==> config.mk <==
export PLATFORM = sky130hd
export DESIGN_NAME = regfile_wb_arbiter
export DESIGN_NICKNAME = d
export VERILOG_FILES = /design/src/rtl/wb_pkg.sv /design/src/rtl/wb_slot.sv /design/src/rtl/regfile_wb_arbiter.sv
export SDC_FILE = /design/constraint.sdc
export NUM_CORES = 1
export LEC_CHECK = 0
export ABC_AREA = 1
export BUFFER_PORTS_ARGS = -buffer_cell sky130_fd_sc_hd__buf_4
export CAP_MARGIN = 30
export CORE_MARGIN = 4
export CORE_UTILIZATION = 50
export CTS_BUF_LIST = sky130_fd_sc_hd__clkbuf_4
export CTS_CLUSTER_DIAMETER = 100
export CTS_CLUSTER_SIZE = 12
export DETAILED_ROUTE_END_ITERATION = 8
export GPL_TIMING_DRIVEN = 0
export PLACE_DENSITY_LB_ADDON = 0.08
export SLEW_MARGIN = 5
export SYNTH_ARGS = -nofsm -noshare
export SYNTH_HDL_FRONTEND = slang
export SYNTH_SLANG_ARGS = --single-unit
==> constraint.sdc <==
create_clock -name clk -period 1.2 [get_ports clk]
set_clock_uncertainty 0.15 [all_clocks]
set_input_delay 0.18 -clock clk [delete_from_list [all_inputs] [get_ports clk]]
set_output_delay 0.18 -clock clk [all_outputs]
set_load 0.005 [all_outputs]
==> src/rtl/wb_pkg.sv <==
// Shared widths, request record and port identifiers for the register-file
// write-back arbiter.
package wb_pkg;

  localparam int DATA_W = 16;
  localparam int NREG   = 16;
  localparam int SEL_W  = $clog2(NREG);

  typedef struct packed {
    logic              valid;
    logic [SEL_W-1:0]  rd;
    logic [DATA_W-1:0] data;
  } wb_req_t;

  typedef enum logic {WB_ALU, WB_MEM} wb_port_e;

  function automatic logic [NREG-1:0] onehot(input logic [SEL_W-1:0] idx);
    logic [NREG-1:0] v;
    v      = '0;
    v[idx] = 1'b1;
    return v;
  endfunction

endpackage

==> src/rtl/wb_slot.sv <==
// One-entry request buffer for a single write-back producer; it can be drained
// and refilled on the same edge so a port sustains one write per cycle.
module wb_slot
  import wb_pkg::*;
(
  input  logic              clk,
  input  logic              rst,
  input  logic              valid,
  input  logic [SEL_W-1:0]  rd,
  input  logic [DATA_W-1:0] data,
  input  logic              grant,
  output logic              ready,
  output wb_req_t           slot
);

  assign ready = !slot.valid || grant;

  always_ff @(posedge clk) begin
    if (rst) begin
      slot <= '0;
    end else if (valid && ready) begin
      slot <= '{valid: 1'b1, rd: rd, data: data};
    end else if (grant) begin
      slot.valid <= 1'b0;
    end
  end

endmodule

==> src/rtl/regfile_wb_arbiter.sv <==
// Round-robin write-back arbiter between the ALU and load path, driving the
// register file demux select/data and a one-hot write enable.
module regfile_wb_arbiter
  import wb_pkg::*;
(
  input  logic              clk,
  input  logic              rst,
  input  logic              alu_valid,
  output logic              alu_ready,
  input  logic [SEL_W-1:0]  alu_rd,
  input  logic [DATA_W-1:0] alu_data,
  input  logic              mem_valid,
  output logic              mem_ready,
  input  logic [SEL_W-1:0]  mem_rd,
  input  logic [DATA_W-1:0] mem_data,
  input  logic              wr_hold,
  output logic [SEL_W-1:0]  wr_sel,
  output logic [DATA_W-1:0] wr_data,
  output logic [NREG-1:0]   wr_en,
  output logic [NREG-1:0]   pend_mask
);

  wb_req_t  alu_slot;
  wb_req_t  mem_slot;
  wb_port_e last_grant;
  logic     grant_alu;
  logic     grant_mem;

  wb_slot u_alu_slot (
    .clk   (clk),
    .rst   (rst),
    .valid (alu_valid),
    .rd    (alu_rd),
    .data  (alu_data),
    .grant (grant_alu),
    .ready (alu_ready),
    .slot  (alu_slot)
  );

  wb_slot u_mem_slot (
    .clk   (clk),
    .rst   (rst),
    .valid (mem_valid),
    .rd    (mem_rd),
    .data  (mem_data),
    .grant (grant_mem),
    .ready (mem_ready),
    .slot  (mem_slot)
  );

  // On a conflict the port that did not win last time gets the grant.
  assign grant_alu = !wr_hold && alu_slot.valid && (!mem_slot.valid || last_grant == WB_MEM);
  assign grant_mem = !wr_hold && mem_slot.valid && (!alu_slot.valid || last_grant == WB_ALU);

  always_ff @(posedge clk) begin
    if (rst) begin
      wr_sel     <= '0;
      wr_data    <= '0;
      wr_en      <= '0;
      last_grant <= WB_ALU;
    end else if (grant_alu) begin
      wr_sel     <= alu_slot.rd;
      wr_data    <= alu_slot.data;
      wr_en      <= onehot(alu_slot.rd);
      last_grant <= WB_ALU;
    end else if (grant_mem) begin
      wr_sel     <= mem_slot.rd;
      wr_data    <= mem_slot.data;
      wr_en      <= onehot(mem_slot.rd);
      last_grant <= WB_MEM;
    end else begin
      wr_en <= '0;
    end
  end

  // Covers both buffered requests and the write currently on the demux.
  assign pend_mask = (alu_slot.valid ? onehot(alu_slot.rd) : '0)
                   | (mem_slot.valid ? onehot(mem_slot.rd) : '0)
                   | wr_en;

endmodule
## Word-level counts from Yosys, hierarchy flattened

Index checks and enable logic that the tools add are counted.

- Add/sub/neg operators: 0
- Multiply operators: 0
- Divide/modulo/power cells: 0
- $lt $le $gt $ge: 4
- Eq/ne operators: 0
- Shift operators: 0
- Multiplexer cells: 16
- Bitwise operators: 3
- Reduce and logical (&&, ||, !) cells: 19

Operator list:

| cell | number |
|---|---|
| 16-bit 2-to-1 mux | 6 |
| 16-bit bitwise OR | 2 |
| 4-bit by 5-bit less-than comparator with 1-bit output, second input constant | 2 |
| 1-bit demux with 4-bit select | 2 |
| 4-bit by 1-bit greater-or-equal comparator with 1-bit output, second input constant | 2 |
| 1-bit logical AND | 8 |
| 4-bit 2-to-1 mux | 2 |
| 1-bit 2-to-1 mux | 6 |
| 2-bit nonzero test | 3 |
| 1-bit logical OR | 4 |
| 1-bit zero test | 3 |
| 2-bit OR reduction | 1 |
| 1-bit NOT | 1 |

- Bits in registers: 79
- Latch bits: 0
- Bits in writable memories: 0
- Bits in read-only memories: 0
- Bits of input ports: 45
- Output and inout bits: 54
- Logic and storage cells: 52
- Memories kept: 0

## Depth between registers and ports, before layout

- Depth in word-level cells: 7
- Mapped depth: 8
- Depth with buffers taken out: 7

## By module

From an unflattened synthesis, not the netlist that was laid out.

- Cells, all modules: 643
- Area total of the unflattened synthesis: 4247.8 sq um

Modules (own cells, without submodules):

| module | instances | cells an instance | area an instance (sq um) | seq. area each (sq um) |
|---|---|---|---|---|
| regfile_wb_arbiter | 1 | 369 | 2208.4 | 740.7 |
| wb_slot | 2 | 137 | 1019.7 | 420.4 |

## Least setup slack after synthesis

Ideal clock, no wire load.

- Path kind: flip-flop to flip-flop
- Start point: register u_alu_slot.slot[20] (netlist name)
- End point: register wr_data[15]
- Library setup time: 109 ps
- Arrival time: 990 ps
- Required time: 941 ps
- Setup slack: -49 ps
- Cell stages (with the launch flop): 9
- Path buffers: 2
- Period minus slack after synthesis: 1249 ps
- Cell sequence: dfxtp_1 buf_6 o21ai_1 inv_2 buf_2 nor2_1 nor2_1 nand2_1 inv_1

- Cells in the longest elaborated chain, start to end: 4
- Elaborated cells on any way between the ends: 7
- Classes of those cells: 1 x mux; 6 x reduce/logical

RTL lines:

| element | RTL line | text |
|---|---|---|
| start: declaration | wb_slot.sv:13 | `output wb_req_t slot` |
| start signal: assignment | wb_slot.sv:22 | `slot <= '{valid: 1'b1, rd: rd, data: data};` |
| 1-bit zero test | regfile_wb_arbiter.sv:53 | `assign grant_mem = !wr_hold && mem_slot.valid && (!alu_slot.valid \|\| last_grant == WB_ALU);` |
| 1-bit logical OR | regfile_wb_arbiter.sv:53 |  |
| 1-bit logical AND | regfile_wb_arbiter.sv:53 |  |
| 2-bit nonzero test (no source line) | - |  |
| end signal: assignment | regfile_wb_arbiter.sv:63 | `wr_data <= alu_slot.data;` |
| end signal: assignment | regfile_wb_arbiter.sv:68 | `wr_data <= mem_slot.data;` |
| end: declaration | regfile_wb_arbiter.sv:18 | `output logic [DATA_W-1:0] wr_data,` |

Several ways; a longest one is shown, not always the timed one.
A chain may end at the register's enable or synchronous reset.

## Worst setup path in the final report

- Start point: register u_mem_slot.slot[17] (netlist name)
- End point: output port pend_mask[11]

- Cells in the longest elaborated chain, start to end: 7
- Elaborated cells on any way between the ends: 8
- Classes of those cells: 2 x order compare; 3 x mux; 2 x bitwise; 1 x reduce/logical

RTL lines:

| element | RTL line | text |
|---|---|---|
| start: declaration | wb_slot.sv:13 |  |
| start signal: assignment | wb_slot.sv:22 |  |
| 4-bit by 5-bit less-than comparator with 1-bit output (not written as such) or 4-bit by 1-bit greater-or-equal comparator with 1-bit output (tied branches) | wb_pkg.sv:20 | `v[idx] = 1'b1;` |
| 1-bit logical AND (not written as such) | wb_pkg.sv:20 |  |
| 1-bit 2-to-1 mux (not written as such) | wb_pkg.sv:20 |  |
| 1-bit demux with 4-bit select * | wb_pkg.sv:20 |  |
| 16-bit 2-to-1 mux * | regfile_wb_arbiter.sv:78 | `\| (mem_slot.valid ? onehot(mem_slot.rd) : '0)` |
| 16-bit bitwise OR * | regfile_wb_arbiter.sv:78 |  |
| 16-bit bitwise OR * | regfile_wb_arbiter.sv:79 | `\| wr_en;` |
| end: declaration | regfile_wb_arbiter.sv:20 | `output logic [NREG-1:0] pend_mask` |

Mark *: on every way between the ends. The rest lies on a longest branch, timed or not.

==> flow_summary.yaml <==
run_status:
  status: "finished, violations left"
  violations: "negative setup slack"
timing:
  setup_viol: 133
  tightestPinTransition_ps: 778
  relSlewSlack_pct: 48.1
  rsz0062_at_grt: "yes"
  hold_viol: 0
  finalWorstSetupSlack_ps: -818
  max_freq_mhz: 496
  fin_crit_sh_pct: 168
  maxSlewViolCount: 0
  period_minus_slack_ps: 2020
critical_path:
  r2r_slack_ps: -580
  rr_endpoint: "wr_sel[2]$_SDFFE_PP0P_"
  critPathSlowestCell: "dfxtp_4"
  ff2ff_path_depth: 10
  required_ps: 870
  crit_buf_inv: 1
  cp_max_fo: 7
  cp_cell_sequence: "nand2_4 -> nor3_2 -> nand2_1 -> nand3b_1 -> buf_4"
  path_depth: 5
  endpoint_kind: "primary output"
  critical_path.top_delay_family: "simple AND/OR/NAND/NOR gates"
  critPathKind: "reg2out"
  crit_path_start_kind: "flop"
  worstPathArrival_ps: 1690
  crit_path_max_incr_delay_ps: 500
  reg2reg_from: "u_alu_slot.slot[20]$_SDFFE_PP0P_"
clock_network:
  cts_tree: "yes"
  cts_num_sinks: 79
  clk_path_buf_depth: 2
  clock_latency_ps: 460
  cts-buffers-inserted: 9
  path_clk_slew_ps: 140
  htreeDepth: 3
  cts_root_buffer: "clkbuf_4"
routing:
  drt-total-wl_um: 21000
  drt-met1-wl_um: 7070
  wl_met3_um: 2460
  vias: 5897
  dr.pass1.iters: 8
  wl_met2_um: 9860
  wl_per_cell_um: 22.0
  top_layer: "met4"
  drtIter0Drc: 695
  post-route-drc-count: 0
  final_antenna_net_count: 0
  avgViaCountPerCell: 6.16
global_routing:
  grt_max_degree: 14
  antenna_found_initial: 0
  grt_pass1_wl_um: 25300
  grt.total_usage_pct: 32.9
  gr-total-overflow: 0
  first_global_vias: 5202
final_layout:
  finish.utilization_pct: 94.5
  drive_above_1_share_pct: 51.6
  final_common_cell: "nand2_1"
  multi_input_area_um2: 2640
  seq_area_um2: 1670
  diodes: 0
  final_cell_mix: "nand2_1, buf_4, nor2_1"
  fillers: 236
  final_net_count: 895
  areaGrowthSynthToFinish_pct: 83.2
  final_area_um2: 7340
logic_synthesis:
  syn_nets: 669
  synth-seq-cells: 79
  synth_fa_ha_area_share_pct: 0
  synth_top_family_by_area: "simple AND/OR/NAND/NOR gates"
  synth_xor_area_share_pct: 0
  synth_seq_area_share_pct: 39.5
  yosys_warnings: 0
  synth-compound-area-share_pct: 5.72
  synthSimpleGateAreaFrac_pct: 41.7
  synthesis.area_um2: 4010
  synthMuxAreaShare_pct: 0
  syn_inst: 624
  yosysTopAreaCell: "dfxtp_1"
  synth_area_leaders: "dfxtp_1, nand3_1, nand2_1"
  synth_top_cell_area_share_pct: 39.5
  syn-mean-instance-area_um2: 6.42
  synthDistinctLibCells: 24
floorplanning:
  io_pins: 99
  die_y_um: 97.5
  dieArea_um2: 9510
  die_w_um: 97.5
  core_um2: 7770
  initial_core_util_pct: 51.6
  row_count: 32
pwr:
  vdd_drop_max_mv: 1.04
  p_leak_nw: 3.46
  power_density_nw_per_um2: 1000
  total_power_mw: 7.35
worst_hold_path:
  min-delay-start: "rst"
  hold_end: "wr_data[5]$_SDFFE_PP0P_"
  worstHoldPathType: "in2reg"
  whs_path_depth: 5
placement:
  placedInstanceArea_um2: 4910
  gp_congestion: 0.958
  hpwl_um: 8790
  port_buffers: 97
job:
  maxCapViolCount: 0
-- worst max path at each step --
stage                                        to                             start
2_1_floorplan  u_mem_slot.slot[10]$_SDFFE_PP0P_  u_alu_slot.slot[20]$_SDFFE_PP0P_
4_1_cts                            pend_mask[0]  u_mem_slot.slot[18]$_SDFFE_PP0P_
6_report                          pend_mask[11]  u_mem_slot.slot[17]$_SDFFE_PP0P_
5_1_grt                           pend_mask[11]  u_mem_slot.slot[17]$_SDFFE_PP0P_
3_5_place_dp                       pend_mask[0]  u_mem_slot.slot[17]$_SDFFE_PP0P_
3_3_place_gp                      pend_mask[12]  u_mem_slot.slot[17]$_SDFFE_PP0P_
-- cells by family (layout without fill, tap and decap cells) --
family	count (synthesis)	count (layout)
and+or+nand+nor	383	383
DFF	79	79
buffers and inverters	118	349
AOI/OAI and AO/OA	44	44
-- layer usage --
layer | vias to the layer above | track usage, %
met1 | 2695 | 38.0
met4 | 0 | 12.9
li1 | 2399 | -
met5 | - | 0
met3 | 221 | 7.75
met2 | 582 | 58.4
-- sequential cells by signal, summed over array words and instances, names as in the netlist --
name             count
wr_data             16
wr_en               16
last_grant           1
u_mem_slot.slot     21
u_alu_slot.slot     21
wr_sel               4
-- where the power goes --
| part | switching, mW | internal (mW) | total [mW] |
|---|---|---|---|
| clock | 1.06 | 0.891 | 1.95 |
| sequential | 0.236 | 2.82 | 3.05 |
| combinational | 1.24 | 1.11 | 2.35 |
| total | 2.53 | 4.82 | 7.35 |
-- Yosys cell counts --
| cell type | instances |
|---|---|
| nand3_1 | 100 |
| nand2_4 | 3 |
| inv_1 | 74 |
| inv_2 | 3 |
| dfxtp_1 | 79 |
| buf_4 | 8 |
| nand3b_1 | 15 |
| inv_4 | 2 |
| nor2_1 | 126 |
| nand2_1 | 133 |
| buf_6 | 4 |
| nor3_1 | 2 |
| o21ai_0 | 2 |
| nand3_4 | 1 |
| nand2_2 | 1 |
| o21ai_1 | 1 |
| buf_1 | 5 |
| nor2_2 | 1 |
| a21boi_2 | 1 |
| clkbuf_1 | 8 |
| buf_2 | 14 |
| nor2_4 | 1 |
| a211oi_1 | 1 |
| a21oi_1 | 39 |
-- timing repair --
action | in CTS | in global routing
hold endpoints to repair | 43 | 0
buffers inserted | 48 | 23
hold buffers | 43 | 0
resized for setup | 262 | 117
setup endpoints to repair | 133 | 133
cloned | 14 | 0
pin swaps | 49 | 52
-- metrics by stage --
stage | cells | setup TNS, ps | worst slack, ps | hold WS [ps]
6_report | 957 | -42630 | -818 | 68.6
5_1_grt | 957 | -46050 | -868 | 88.3
4_1_cts | 944 | -32960 | -595 | 43.4
3_5_place_dp | 823 | -16890 | -450 | 320
3_3_place_gp | 823 | -15940 | -419 | 314
2_1_floorplan | 624 | -488 | -19.2 | 196
-- worst reg2reg max path: cells and delay by family, from the launching register on --
family                 cells  cell delay (ps)
buffers and inverters      6              680
DFF                        1              380
and+or+nand+nor            3              350
AOI/OAI and AO/OA          1              140
-- layout make-up --
cell class	count	share of cell area (%)
well taps	102	1.74
inverters	79	4.45
clock inverters	5	1.13
plain buffers	39	4.67
flip-flops and latches	79	22.7
repair buffers	215	28.2
multi-input cells	427	35.9
clock buffers	11	1.13
(Power assumes the default switching activity.)
